$ cat src/rtl/microstore_seq.sv
// microstore_seq
//   Writable microprogram store with a registered microinstruction and an
//   integrated next-address sequencer (increment, jump, conditional branch,
//   decoder dispatch, subroutine call/return through a bounded stack).
//
// Parameters
//   WORD_W   microinstruction width (>= ADDR_W+3)
//   ADDR_W   store address width, depth = 2**ADDR_W
//   STACK_D  return-address stack depth (>= 1)
//
// Ports
//   clk            rising-edge clock
//   reset_n        asynchronous active-low reset
//   ld_en          microcode write enable
//   ld_addr        microcode write address
//   ld_data        microcode write data
//   run            sequencer advance enable
//   cond           condition for BRT/BRF, sampled at the advancing edge
//   dispatch_addr  decoder entry address for DISP
//   uir            microinstruction register
//   upc            address of the word held in uir
//   uir_valid      uir holds a fetched word
//   stack_ovf      sticky: CALL seen with the stack full
//   stack_unf      sticky: RET seen with the stack empty

module microstore_seq #(
    parameter int WORD_W  = 55,
    parameter int ADDR_W  = 6,
    parameter int STACK_D = 4
) (
    input  logic              clk,
    input  logic              reset_n,
    input  logic              ld_en,
    input  logic [ADDR_W-1:0] ld_addr,
    input  logic [WORD_W-1:0] ld_data,
    input  logic              run,
    input  logic              cond,
    input  logic [ADDR_W-1:0] dispatch_addr,
    output logic [WORD_W-1:0] uir,
    output logic [ADDR_W-1:0] upc,
    output logic              uir_valid,
    output logic              stack_ovf,
    output logic              stack_unf
);

    localparam int DEPTH = 1 << ADDR_W;
    localparam int SP_W  = $clog2(STACK_D + 1);
    localparam int SI_W  = (STACK_D > 1) ? $clog2(STACK_D) : 1;

    typedef enum logic [2:0] {
        NS_INC   = 3'b000,
        NS_JMP   = 3'b001,
        NS_BRT   = 3'b010,
        NS_BRF   = 3'b011,
        NS_DISP  = 3'b100,
        NS_CALL  = 3'b101,
        NS_RET   = 3'b110,
        NS_FETCH = 3'b111
    } ns_t;

    logic [WORD_W-1:0] mem [DEPTH];
    logic [ADDR_W-1:0] stk [STACK_D];
    logic [SP_W-1:0]   sp;

    ns_t               ns;
    logic [ADDR_W-1:0] tgt;
    logic [ADDR_W-1:0] upc_inc;
    logic              stk_full;
    logic              stk_empty;
    logic [SI_W-1:0]   push_idx;
    logic [SI_W-1:0]   top_idx;
    logic [ADDR_W-1:0] next_addr;
    logic              do_push;
    logic              do_pop;
    logic              set_ovf;
    logic              set_unf;
    logic [WORD_W-1:0] fetch_word;

    assign ns        = ns_t'(uir[WORD_W-1 -: 3]);
    assign tgt       = uir[ADDR_W-1:0];
    assign upc_inc   = upc + ADDR_W'(1);
    assign stk_full  = (sp == SP_W'(STACK_D));
    assign stk_empty = (sp == '0);
    // push_idx is only used while the stack is not full, and top_idx only
    // while it is not empty, so the truncation never selects a bad entry.
    assign push_idx  = SI_W'(sp);
    assign top_idx   = SI_W'(sp - SP_W'(1));

    always_comb begin
        next_addr = '0;
        do_push   = 1'b0;
        do_pop    = 1'b0;
        set_ovf   = 1'b0;
        set_unf   = 1'b0;
        if (uir_valid) begin
            case (ns)
                NS_INC:   next_addr = upc_inc;
                NS_JMP:   next_addr = tgt;
                NS_BRT:   next_addr = cond ? tgt : upc_inc;
                NS_BRF:   next_addr = cond ? upc_inc : tgt;
                NS_DISP:  next_addr = dispatch_addr;
                NS_CALL: begin
                    // The jump is taken even when the return address is dropped.
                    next_addr = tgt;
                    do_push   = ~stk_full;
                    set_ovf   = stk_full;
                end
                NS_RET: begin
                    next_addr = stk_empty ? '0 : stk[top_idx];
                    do_pop    = ~stk_empty;
                    set_unf   = stk_empty;
                end
                NS_FETCH: next_addr = '0;
                default:  next_addr = '0;
            endcase
        end
    end

    // Write-first: a load to the address being fetched lands directly in uir.
    assign fetch_word = (ld_en && (ld_addr == next_addr)) ? ld_data : mem[next_addr];

    // Store contents survive reset; only the sequencer state is cleared.
    always_ff @(posedge clk) begin
        if (ld_en) begin
            mem[ld_addr] <= ld_data;
        end
    end

    // Stack entries need no reset: sp alone decides which entries are live.
    always_ff @(posedge clk) begin
        if (run && do_push) begin
            stk[push_idx] <= upc_inc;
        end
    end

    always_ff @(posedge clk or negedge reset_n) begin
        if (!reset_n) begin
            uir       <= '0;
            upc       <= '0;
            uir_valid <= 1'b0;
            sp        <= '0;
            stack_ovf <= 1'b0;
            stack_unf <= 1'b0;
        end else if (run) begin
            uir       <= fetch_word;
            upc       <= next_addr;
            uir_valid <= 1'b1;
            if (do_push) begin
                sp <= sp + SP_W'(1);
            end else if (do_pop) begin
                sp <= sp - SP_W'(1);
            end
            stack_ovf <= stack_ovf | set_ovf;
            stack_unf <= stack_unf | set_unf;
        end
    end

endmodule
$ cat config.mk
export PLATFORM = sky130hd
export DESIGN_NAME = microstore_seq
export DESIGN_NICKNAME = d
export VERILOG_FILES = /design/src/rtl/microstore_seq.sv
export SDC_FILE = /design/constraint.sdc
export NUM_CORES = 2
export LEC_CHECK = 0
export CORE_MARGIN = 4
export CORE_UTILIZATION = 65
export CTS_BUF_LIST = sky130_fd_sc_hd__clkbuf_2
export CTS_CLUSTER_DIAMETER = 120
export DETAILED_ROUTE_END_ITERATION = 6
export PLACE_DENSITY = 0.8
export SKIP_CTS_REPAIR_TIMING = 1
export SLEW_MARGIN = 40
export SYNTH_ARGS = -nofsm -noshare
export SYNTH_HDL_FRONTEND = slang
export SYNTH_SLANG_ARGS = --single-unit
$ cat constraint.sdc
create_clock -name clk -period 4.78 [get_ports clk]
set_input_delay 0.956 -clock clk [delete_from_list [all_inputs] [get_ports clk]]
set_output_delay 0.956 -clock clk [all_outputs]
set_load 0.02 [all_outputs]
# Word-level counts from Yosys, hierarchy flattened

Memories as Yosys holds them, arrays and structs flattened. A register that Yosys moved wholly into a read port is not among the register bits.
Index checks and enable logic that the tools add are counted.

Reductions and logical operators: 7
Multiplexer cells: 19
Add/sub/neg operators: 3
Bitwise operators: 4
Equality and inequality tests: 8

Operator list:

| kind                                             | count |
|---|---|
| one-hot mux 6 bit (7 select lines)               | 1 |
| 2-to-1 mux 6 bit                                 | 4 |
| == test 3 bit, second input constant             | 5 |
| 2-to-1 mux 1 bit                                 | 12 |
| adder 6 x 1 -> 6 bit, second input constant      | 1 |
| == test 3 x 2 -> 1 bit, second input constant    | 2 |
| zero test 3 bit                                  | 2 |
| 2-to-1 mux 3 bit                                 | 2 |
| adder 3 x 1 -> 3 bit, second input constant      | 1 |
| == test 3 x 1 -> 1 bit, second input constant    | 1 |
| subtractor 3 x 1 -> 3 bit, second input constant | 1 |
| NOT 1 bit                                        | 2 |
| OR 1 bit                                         | 2 |
| AND reduction 2 bit                              | 1 |
| nonzero test 2 bit                               | 1 |
| OR reduction 2 bit                               | 1 |
| logical AND 1 bit                                | 1 |
| zero test 1 bit                                  | 1 |

Output and inout port bits: 64
Logic and storage cells: 48
Memories: 2
RAM bits: 3544
Flip-flop bits (word level): 12
Bits of input ports: 72

Memory list:

| name | words | width | read ports | clocked after memory_dff | wr ports | RTL line | source |
|---|---|---|---|---|---|---|---|
| mem  | 64    | 55    | 1          | 1                        | 1        | 61       | `logic [WORD_W-1:0] mem [DEPTH];` |
| stk  | 4     | 6     | 1          | 0                        | 1        | 62       | `logic [ADDR_W-1:0] stk [STACK_D];` |

# Depth between registers and ports, before layout

Depth after elaboration: 7
Gate-level depth with buffers: 18
Mapped depth without buffers: 12

# Worst setup path before layout

No wires, ideal clock.

Path type: input port to flip-flop
Start point: in ld_addr[4]
End point: mem mem[48][0], enable pin
Arrival: 5.420 ns
Buffers on the path: 1
Data required time: 4.245 ns
Path slack: -1.175 ns
Setup time: 0.535 ns
Stages: 4
Path through: clkbuf_1 nand3_1 or3_1 nor3_1

RTL lines:

| what               | RTL line | source |
|---|---|---|
| start: declaration | 34       | `input logic [ADDR_W-1:0] ld_addr,` |
| end: declaration   | 61       |  |

No word-level cell before the write port.

# Final worst setup path

Start point: reg uir[53] (read register of mem)
End point: out uir[53]

RTL lines:

| what               | RTL line | source |
|---|---|---|
| start: declaration | 39       | `output logic [WORD_W-1:0] uir,` |

No word-level cell between the ends.

==> results.cfg <==
[detailed_routing]
drc = 4
wl_mm = 436
firstDrtPassIters = 7
ant_nets = 0
avgViaCountPerCell = 6.89
vias = 93500
avgRoutedWirePerCell_um = 32.1
drt_iter0_drc = 16700

[layout]
final_cell_mix = edfxtp_1, nand2_1, clkbuf_2, a21oi_1, buf_4
drive_above_1_share_pct = 22.5
multiInputGateArea_um2 = 31000
final_cells = 13600
final_common_cell = edfxtp_1
syn_to_final_growth_pct = 12.4
seq_area_um2 = 108000
fill_cells = 12200
final_util_pct = 73.8
fin_nets = 10100

[synth]
synthAdderAreaFrac_pct = 0.0531
ys_warn_count = 0
synth_area_leaders = edfxtp_1, nand2_1, mux4_2
yosys_register_bits = 3611
ys.flop_type = edfxtp_1
synth_top_area_share_pct = 75.3
synth_top_area_cell = edfxtp_1
ys_seq_area_share_pct = 76.4
synth_edf_count = 3544
syn_area_per_cell_um2 = 15.6
synth_compound_area_share_pct = 7.91
synth.area.mux_share_pct = 4.77
yosys.area_share.xor_xnor_pct = 0.0734
async_flop_share_pct = 1.86
synth_top_family_by_area = simple AND/OR/NAND/NOR gates
syn-cell-area_um2 = 141000
synthesis.nets = 9136
synth_cell_types = 74
netlist_instances = 9058
yosys.area_share.simple_pct = 8.64

[worst_setup_path]
worst-path-max-fanout = 12
slowest_stage = dfrtp_1
path_cells = buf_4 > clkdlybuf4s50_1
required_ps = 3820
crit_arrival_ps = 3730
cpPeakStageDelay_ps = 780
crit_path_end_kind = primary output
cp-start-kind = flip-flop
reg2reg_slack_ps = 160
crit_type = flip-flop to primary output

[cts]
clock_sinks = 3611
clkLatencyLatePin_ps = 2080
numCtsBuffers = 838
tritoncts = yes
clkTransAtPathRegs_ps = 100
htreeDepth = 6
root_buffer = clkbuf_2
cts_buffer_depth = 4

[timing]
rsz0062_at_grt = no
max_freq_mhz = 214
slew_viol_final = 0
slew_headroom_pct = 10.4
finalHoldViolations = 0
worst_slew_pin_slew_ps = 1340
fin_setup_tns_ps = 0
min_period_ps = 4680
finalCritPeriodShare_pct = 97.9
setup_viol = 0
finalClockSkew_ps = 190

[power]
p_per_area_nw_per_um2 = 732
p_leak_nw = 54.3
peakVddDrop_mv = 0.937
p_total_mw = 116

[die]
pin_count = 136
core_um2 = 215000
num_rows = 170
dieWidth_um = 474
start_util_pct = 65.6
die_y_um = 474
die-area_um2 = 225000

[placement]
placedCellCount = 12000
place_congestion = 0.897
post-dp-hpwl_mm = 243
portBuffers = 135

[outcome]
violations = design-rule violations
outcome = finished, violations left

[grt]
grt_overflow = 0
grt_pass1_vias = 90900
grt_max_degree = 110
grt_usage_pct = 38.2
grt_pass1_wl_mm = 613
antenna_found_initial = 32

[flow_run]
drv_cap = 0

[hold_path]
hp-class = primary input to flip-flop
-- cells in the mapped netlist, drive strengths merged, types with 54 or more instances --
library cell,count
o22ai,110
and3,171
o211ai,55
dfrtp,67
a211oi,108
nand3,428
a32oi,56
nor2,133
a22oi,165
nor3,61
nand2,1817
a311oi,56
buf,330
a221o,55
a2111oi,54
and4,55
mux2i,166
a21oi,712
a221oi,54
a31oi,112
and2,55
edfxtp,3544
mux4,223
clkbuf,295
-- worst paths after layout --
kind                             from    endpoint  cells after the start
min in group asynchronous     reset_n     uir[38]                      4
setup reg to reg                sp[1]      uir[5]                     14
hold reg to reg             stack_unf   stack_unf                      1
max in group asynchronous     reset_n     uir[18]                      5
hold / removal             ld_data[1]  mem[56][1]                      2
setup / recovery              uir[53]     uir[53]                      2
-- critical path, delay by kind of cell, from the launching register on --
kind	cells	cell delay, ps
buf+inv	2	940
flops	1	780
-- logic make-up after synthesis --
logic type | Yosys count
xor+xnor | 11
compound gates | 1621
fa+ha+maj | 6
mux | 394
buf+inv | 636
simple gates | 2779
flops | 3611
-- per-stage QoR --
step | hold slack (ps) | cell area [um^2] | setup WS (ps)
finish | 67.6 | 159000 | 98.5
global route | -8.42 | 159000 | 22.8
CTS | -1310 | 158000 | -41.5
detailed placement | 501 | 150000 | -257
global placement | 451 | 150000 | -103
floorplan | 500 | 141000 | 178
-- flip-flops by register name (all words and copies together), names as in the netlist --
| signal | cells |
|---|---|
| uir | 55 |
| uir_valid | 1 |
| mem | 3520 |
| stack_ovf | 1 |
| sp | 3 |
| stk | 24 |
| upc | 6 |
| stack_unf | 1 |
-- per-layer routing --
layer / vias up / global-route usage (%) / wire length (um)
li1: 37700 / - / -
met1: 45000 / 49.6 / 136000
met2: 9011 / 55.4 / 193000
met3: 1808 / 12.9 / 73600
met4: 14 / 25.6 / 33900
met5: - / 0 / 92
-- power by group --
| group | internal (mW) | switching (mW) |
|---|---|---|
| combinational | 22.6 | 37.9 |
| clock | 7.71 | 12.0 |
| sequential | 35.3 | 0.812 |
-- cell type report --
type | instances | area share, %
diodes | 23 | 0.0362
clock buffers | 1279 | 4.03
clock inverters | 218 | 0.757
inverters | 11 | 0.0260
multi-input cells | 4811 | 19.5
flip-flops and latches | 3611 | 68.0
well taps | 2838 | 2.23
repair buffers | 793 | 5.42
No activity file was read; power rests on OpenSTA's default activity.
